File: config.mk
export PLATFORM = sky130hd
export DESIGN_NAME = link_beat_deframer
export DESIGN_NICKNAME = d
export VERILOG_FILES = /design/src/rtl/link_beat_deframer.sv
export SDC_FILE = /design/constraint.sdc
export NUM_CORES = 1
export LEC_CHECK = 0
export ABC_AREA = 1
export CORE_MARGIN = 2
export CORE_UTILIZATION = 42
export DETAILED_ROUTE_END_ITERATION = 8
export PLACE_DENSITY = 0.77
export SYNTH_ARGS = -nofsm -noshare
export SYNTH_HDL_FRONTEND = slang
export SYNTH_SLANG_ARGS = --single-unit
File: constraint.sdc
create_clock -name clk -period 3.16 [get_ports clk]
set_clock_uncertainty 0.2 [all_clocks]
set_input_delay 0.632 -clock clk [delete_from_list [all_inputs] [get_ports clk]]
set_output_delay 0.632 -clock clk [all_outputs]
set_load 0.03 [all_outputs]
File: src/rtl/link_beat_deframer.sv
// Link beat deframer: rebuilds wide hub messages from MSB-first narrow beats.
// Optional stalled-partial supervision is enabled by LINK_BEAT_TIMEOUT_EN.
module link_beat_deframer #(
    parameter int HUB_FIFO_WIDTH          = 32,
    parameter int HUB_FIFO_PHYSICAL_WIDTH = 8,
    parameter int COUNT_WIDTH             = 16,
    parameter int TIMEOUT_CYCLES          = 64
) (
    input  logic                               clk,
    input  logic                               reset,
    input  logic [HUB_FIFO_PHYSICAL_WIDTH-1:0] narrow_fifo_data,
    input  logic                               narrow_fifo_valid,
    output logic                               narrow_fifo_ready,
    output logic [HUB_FIFO_WIDTH-1:0]          wide_fifo_data,
    output logic                               wide_fifo_valid,
    input  logic                               wide_fifo_ready,
    output logic                               busy,
    output logic [COUNT_WIDTH-1:0]             words_received,
    output logic                               frame_error
);

    localparam int W     = HUB_FIFO_WIDTH;
    localparam int P     = HUB_FIFO_PHYSICAL_WIDTH;
    localparam int BEATS = W / P;
    localparam int CW    = $clog2(BEATS) + 1;
    localparam logic [CW-1:0] LAST = CW'(BEATS - 1);

    generate
        if (W % P != 0 || BEATS < 1) begin : g_bad_width
            $error("HUB_FIFO_WIDTH must be a multiple of HUB_FIFO_PHYSICAL_WIDTH");
        end
        if (TIMEOUT_CYCLES < 1) begin : g_bad_timeout
            $error("TIMEOUT_CYCLES must be at least 1");
        end
    endgenerate

    logic [CW-1:0]          cnt_q, cnt_d;
    logic [W-1:0]           asm_q, asm_d;
    logic [W-1:0]           data_q, data_d;
    logic                   valid_q, valid_d;
    logic [COUNT_WIDTH-1:0] words_q, words_d;

    logic         last_beat;
    logic         accept;
    logic         wide_hs;
    logic [W-1:0] shifted;

    // MSB-first: earlier beats migrate toward the top of the word
    generate
        if (BEATS == 1) begin : g_single
            assign shifted = narrow_fifo_data;
        end else begin : g_multi
            assign shifted = {asm_q[W-P-1:0], narrow_fifo_data};
        end
    endgenerate

`ifdef LINK_BEAT_TIMEOUT_EN
    localparam int TW = $clog2(TIMEOUT_CYCLES) + 1;
    localparam logic [TW-1:0] TLIM = TW'(TIMEOUT_CYCLES - 1);

    logic [TW-1:0] tmo_q, tmo_d;
    logic          ferr_q, ferr_d;
`endif

    always_ff @(posedge clk or posedge reset) begin
        if (reset) begin
            cnt_q   <= '0;
            asm_q   <= '0;
            data_q  <= '0;
            valid_q <= 1'b0;
            words_q <= '0;
`ifdef LINK_BEAT_TIMEOUT_EN
            tmo_q   <= '0;
            ferr_q  <= 1'b0;
`endif
        end else begin
            cnt_q   <= cnt_d;
            asm_q   <= asm_d;
            data_q  <= data_d;
            valid_q <= valid_d;
            words_q <= words_d;
`ifdef LINK_BEAT_TIMEOUT_EN
            tmo_q   <= tmo_d;
            ferr_q  <= ferr_d;
`endif
        end
    end

    always_comb begin
        cnt_d   = cnt_q;
        asm_d   = asm_q;
        data_d  = data_q;
        valid_d = valid_q;
        words_d = words_q;
`ifdef LINK_BEAT_TIMEOUT_EN
        tmo_d   = tmo_q;
        ferr_d  = 1'b0;
`endif
        if (wide_hs) begin
            valid_d = 1'b0;
            words_d = words_q + 1'b1;
        end
        if (accept) begin
            asm_d = shifted;
            if (last_beat) begin
                cnt_d   = '0;
                data_d  = shifted;
                valid_d = 1'b1;
            end else begin
                cnt_d = cnt_q + 1'b1;
            end
        end
`ifdef LINK_BEAT_TIMEOUT_EN
        // Backpressured stalls hold the counter; only starved cycles count
        if (accept || cnt_q == '0) begin
            tmo_d = '0;
        end else if (!narrow_fifo_valid) begin
            if (tmo_q == TLIM) begin
                cnt_d  = '0;
                asm_d  = '0;
                ferr_d = 1'b1;
                tmo_d  = '0;
            end else begin
                tmo_d = tmo_q + 1'b1;
            end
        end
`endif
    end

    always_comb begin
        last_beat         = (cnt_q == LAST);
        narrow_fifo_ready = !(last_beat && valid_q && !wide_fifo_ready);
        accept            = narrow_fifo_valid && narrow_fifo_ready;
        wide_hs           = valid_q && wide_fifo_ready;
        wide_fifo_data    = data_q;
        wide_fifo_valid   = valid_q;
        words_received    = words_q;
        busy              = (cnt_q != '0) || valid_q;
`ifdef LINK_BEAT_TIMEOUT_EN
        frame_error       = ferr_q;
`else
        frame_error       = 1'b0;
`endif
    end

endmodule
==> results by group <==
Status
  – Status: finished clean

Routing
  – DRC violations left: 0
  – First-pass DRT Iterations: 4
  – DRT iter0 DRCs: 194
  – Routed Wire Length: 6320 um
  – Vias: 2347
  – Final ANT Viol Nets: 0
  – Vias per Instance: 4.62
  – Wire per inst: 12.4 um

Clocking
  – Clock Latency Late Sink: 350 ps
  – Clock tree buffer depth: 2
  – Clock transition at path regs: 70 ps
  – TritonCTS clock tree: done
  – CTS buffer count: 9
  – Cts repair resizes: 0
  – CTS HTree Levels: 3
  – Num Clock Sinks: 76
  – Post-CTS setup buffer count: 0
  – Clk root buf: clkbuf_8
  – CTS Hold Bufs: 0

STA
  – FMAX: approximately 360 MHz
  – Final Hold Vio Count: 0
  – # setup viols final: 0
  – Unrepaired setup endpoints after global routing: no
  – Sum Neg Setup Slack: 0 ps
  – Worst-margin pin slew: 519 ps
  – Period minus WS final: 2800 ps
  – Tcrit/Tclk final: 88.5%
  – Final Max Tran Viols: 0
  – Worst rel slew slack: 65.4%

Logic synthesis
  – Yosys top cell area share: 57.9%
  – Syn_nets: 353
  – Post-synth top area cell: dfrtp_1
  – Mapped Area: 3290 um2
  – Post-synthesis instance total: ~340
  – Top post-synthesis cells by area: dfrtp_1 58%, nand2_1 9.0%, o21ai_2 5.3%
  – Synth Flop Type: dfrtp_1
  – Post-synth EDFFs: 0
  – Post-synthesis sequential area ratio: 57.9%
  – Synthesis Warnings: 0
  – Synth Register Bits: between 70 and 80
  – Async set-reset flop share out of synthesis: 100%
  – Syn Area/Cell: around 10 um2
  – Unique masters post-synth: 26

Placement
  – Placed Cells: 493
  – Final HPWL DP: 4540 um
  – Routability cong.: 0.864
  – PortBufs: between 60 and 70

Cells and area
  – Commonest non-fill, non-tap cell in the layout: nand2_1
  – Total Nets Final: 417
  – Post-route insts no fill: 508
  – FF/Latch Area: 1900 um2
  – FILL cells: slightly below 700
  – Area Growth Syn to Fin: 27.4%
  – Layout cells sized above 1: 15.8%
  – Most frequent cells in the layout: 79 x nand2_1, 76 x dfrtp_1, 62 x clkdlybuf4s50_1, 43 x inv_1, 32 x o21ai_0
  – Diodes inserted: 0
  – Multi-input gate area: approximately 1100 um2

Critical path
  – Critical Path Source Type: input port
  – Path type of the worst setup path: in -> out
  – Crit end category: primary output
  – Critical Path RT: 2330 ps
  – Arr. time, crit path: 1960 ps
  – Worst-path fanout max: 3

Global route
  – Overall Global Routing Usage: between 15 and 20%
  – Total gr overflow: 0
  – Vias in the first global route: 2352
  – First-pass GRT wire length: 10900 um
  – Antenna violations before repair: 0
  – Largest net degree at the start of global routing: 54

Floorplan
  – Core Region: 7650 um2
  – Die width: 92.4 um
  – FP Rows: 32
  – Die area: 8550 um2
  – Top-Level Pins: 64
  – Initial Utilization: 43.0%
  – Die height: just over 90 um

Power and ir drop
  – PwrDens: 867 nW/um2
  – Peak supply drop: 447 uV
  – Leak: 2.06 nW
  – Tot Pwr: 3.63 mW

Job
  – Max-Cap Viols: 0

Worst hold path
  – Hold crit path type: reg -> reg
-- kinds of logic (layout without fill, tap and decap cells) --
kind of cell,after synthesis,after routing,synth area share (%)
AO/OA/AOI/OAI,54,54,10.6
XOR/XNOR,10,10,2.67
adder cells (fa/ha/maj),3,3,1.14
buffers and inverters,60,128,9.14
flip-flops,76,76,57.9
other,1,1,0.114
AND/OR/NAND/NOR,134,134,18.5
-- worst paths after layout --
kind / from / to / slack [ps] / cells past startpoint
setup / recovery: wide_fifo_ready / narrow_fifo_ready / 360 / 4
hold / removal: wide_fifo_data[30] / wide_fifo_data[30] / 280 / 2
setup reg to reg: cnt_q[0] / wide_fifo_data[14] / 1050 / 10
hold reg to reg: wide_fifo_data[30] / wide_fifo_data[30] / 280 / 2
max in group asynchronous: reset / asm_q[18] / 1660 / 3
min in group asynchronous: reset / words_received[13] / 440 / 2
-- flip-flops by register name, summed over array words and instances (netlist names) --
name	flops
wide_fifo_valid	1
words_received	16
cnt_q	3
wide_fifo_data	32
asm_q	24
-- where the power goes --
part | switching (mW) | total, mW | leakage (nW) | internal, mW
sequential | 0.175 | 1.40 | 0.976 | 1.23
combinational | 0.839 | 1.42 | 0.976 | 0.580
clock | 0.343 | 0.805 | 0.109 | 0.462
-- per-stage QoR --
| step | instance area (um2) | util, % | setup slack, ps | hold slack (ps) |
|---|---|---|---|---|
| after floorplan | 3290 | - | 390 | 253 |
| after global placement | 3970 | 51.9 | 387 | 256 |
| after global routing | 4190 | 54.7 | 329 | 302 |
| final | 4190 | 54.7 | 365 | 278 |
| after CTS | 4190 | 54.7 | 357 | 279 |
| after detailed placement | 3970 | 51.9 | 361 | 260 |
-- cells in the mapped netlist (2+ instances only) --
| master | count |
|---|---|
| buf_12 | 2 |
| buf_2 | 3 |
| buf_4 | 4 |
| clkbuf_1 | 2 |
| dfrtp_1 | 76 |
| ha_1 | 3 |
| inv_1 | 44 |
| inv_2 | 2 |
| nand2_1 | 79 |
| nand2_2 | 17 |
| nand2_4 | 4 |
| nand3_1 | 19 |
| nor2_1 | 12 |
| o21ai_0 | 32 |
| o21ai_2 | 20 |
| xnor2_1 | 4 |
| xor2_1 | 6 |
-- metal layers --
metal  vias to the layer above  GRT usage [%]  routed length [um]
met1                      1111           21.3                2860
met4                         0           5.97                  51
met2                        59           25.8                3080
met5                         -              0                   0
li1                       1171              -                   -
met3                         6           4.23                 332
-- worst max-delay path, stage by stage --
cell and delay, ps:
clkdlybuf4s50_1 520, nor2_2 70, nand2_4 80, clkdlybuf4s50_1 670
-- layout make-up --
class	instances	share of cell area, %
Clock inverter	4	1.76
Clock buffer	11	3.38
Multi-Input combinational cell	202	25.9
Sequential cell	76	45.4
Timing Repair Buffer	66	16.1
Inverter	47	4.33
Tap cell	102	3.05
No activity file was read; power rests on OpenSTA's default activity.
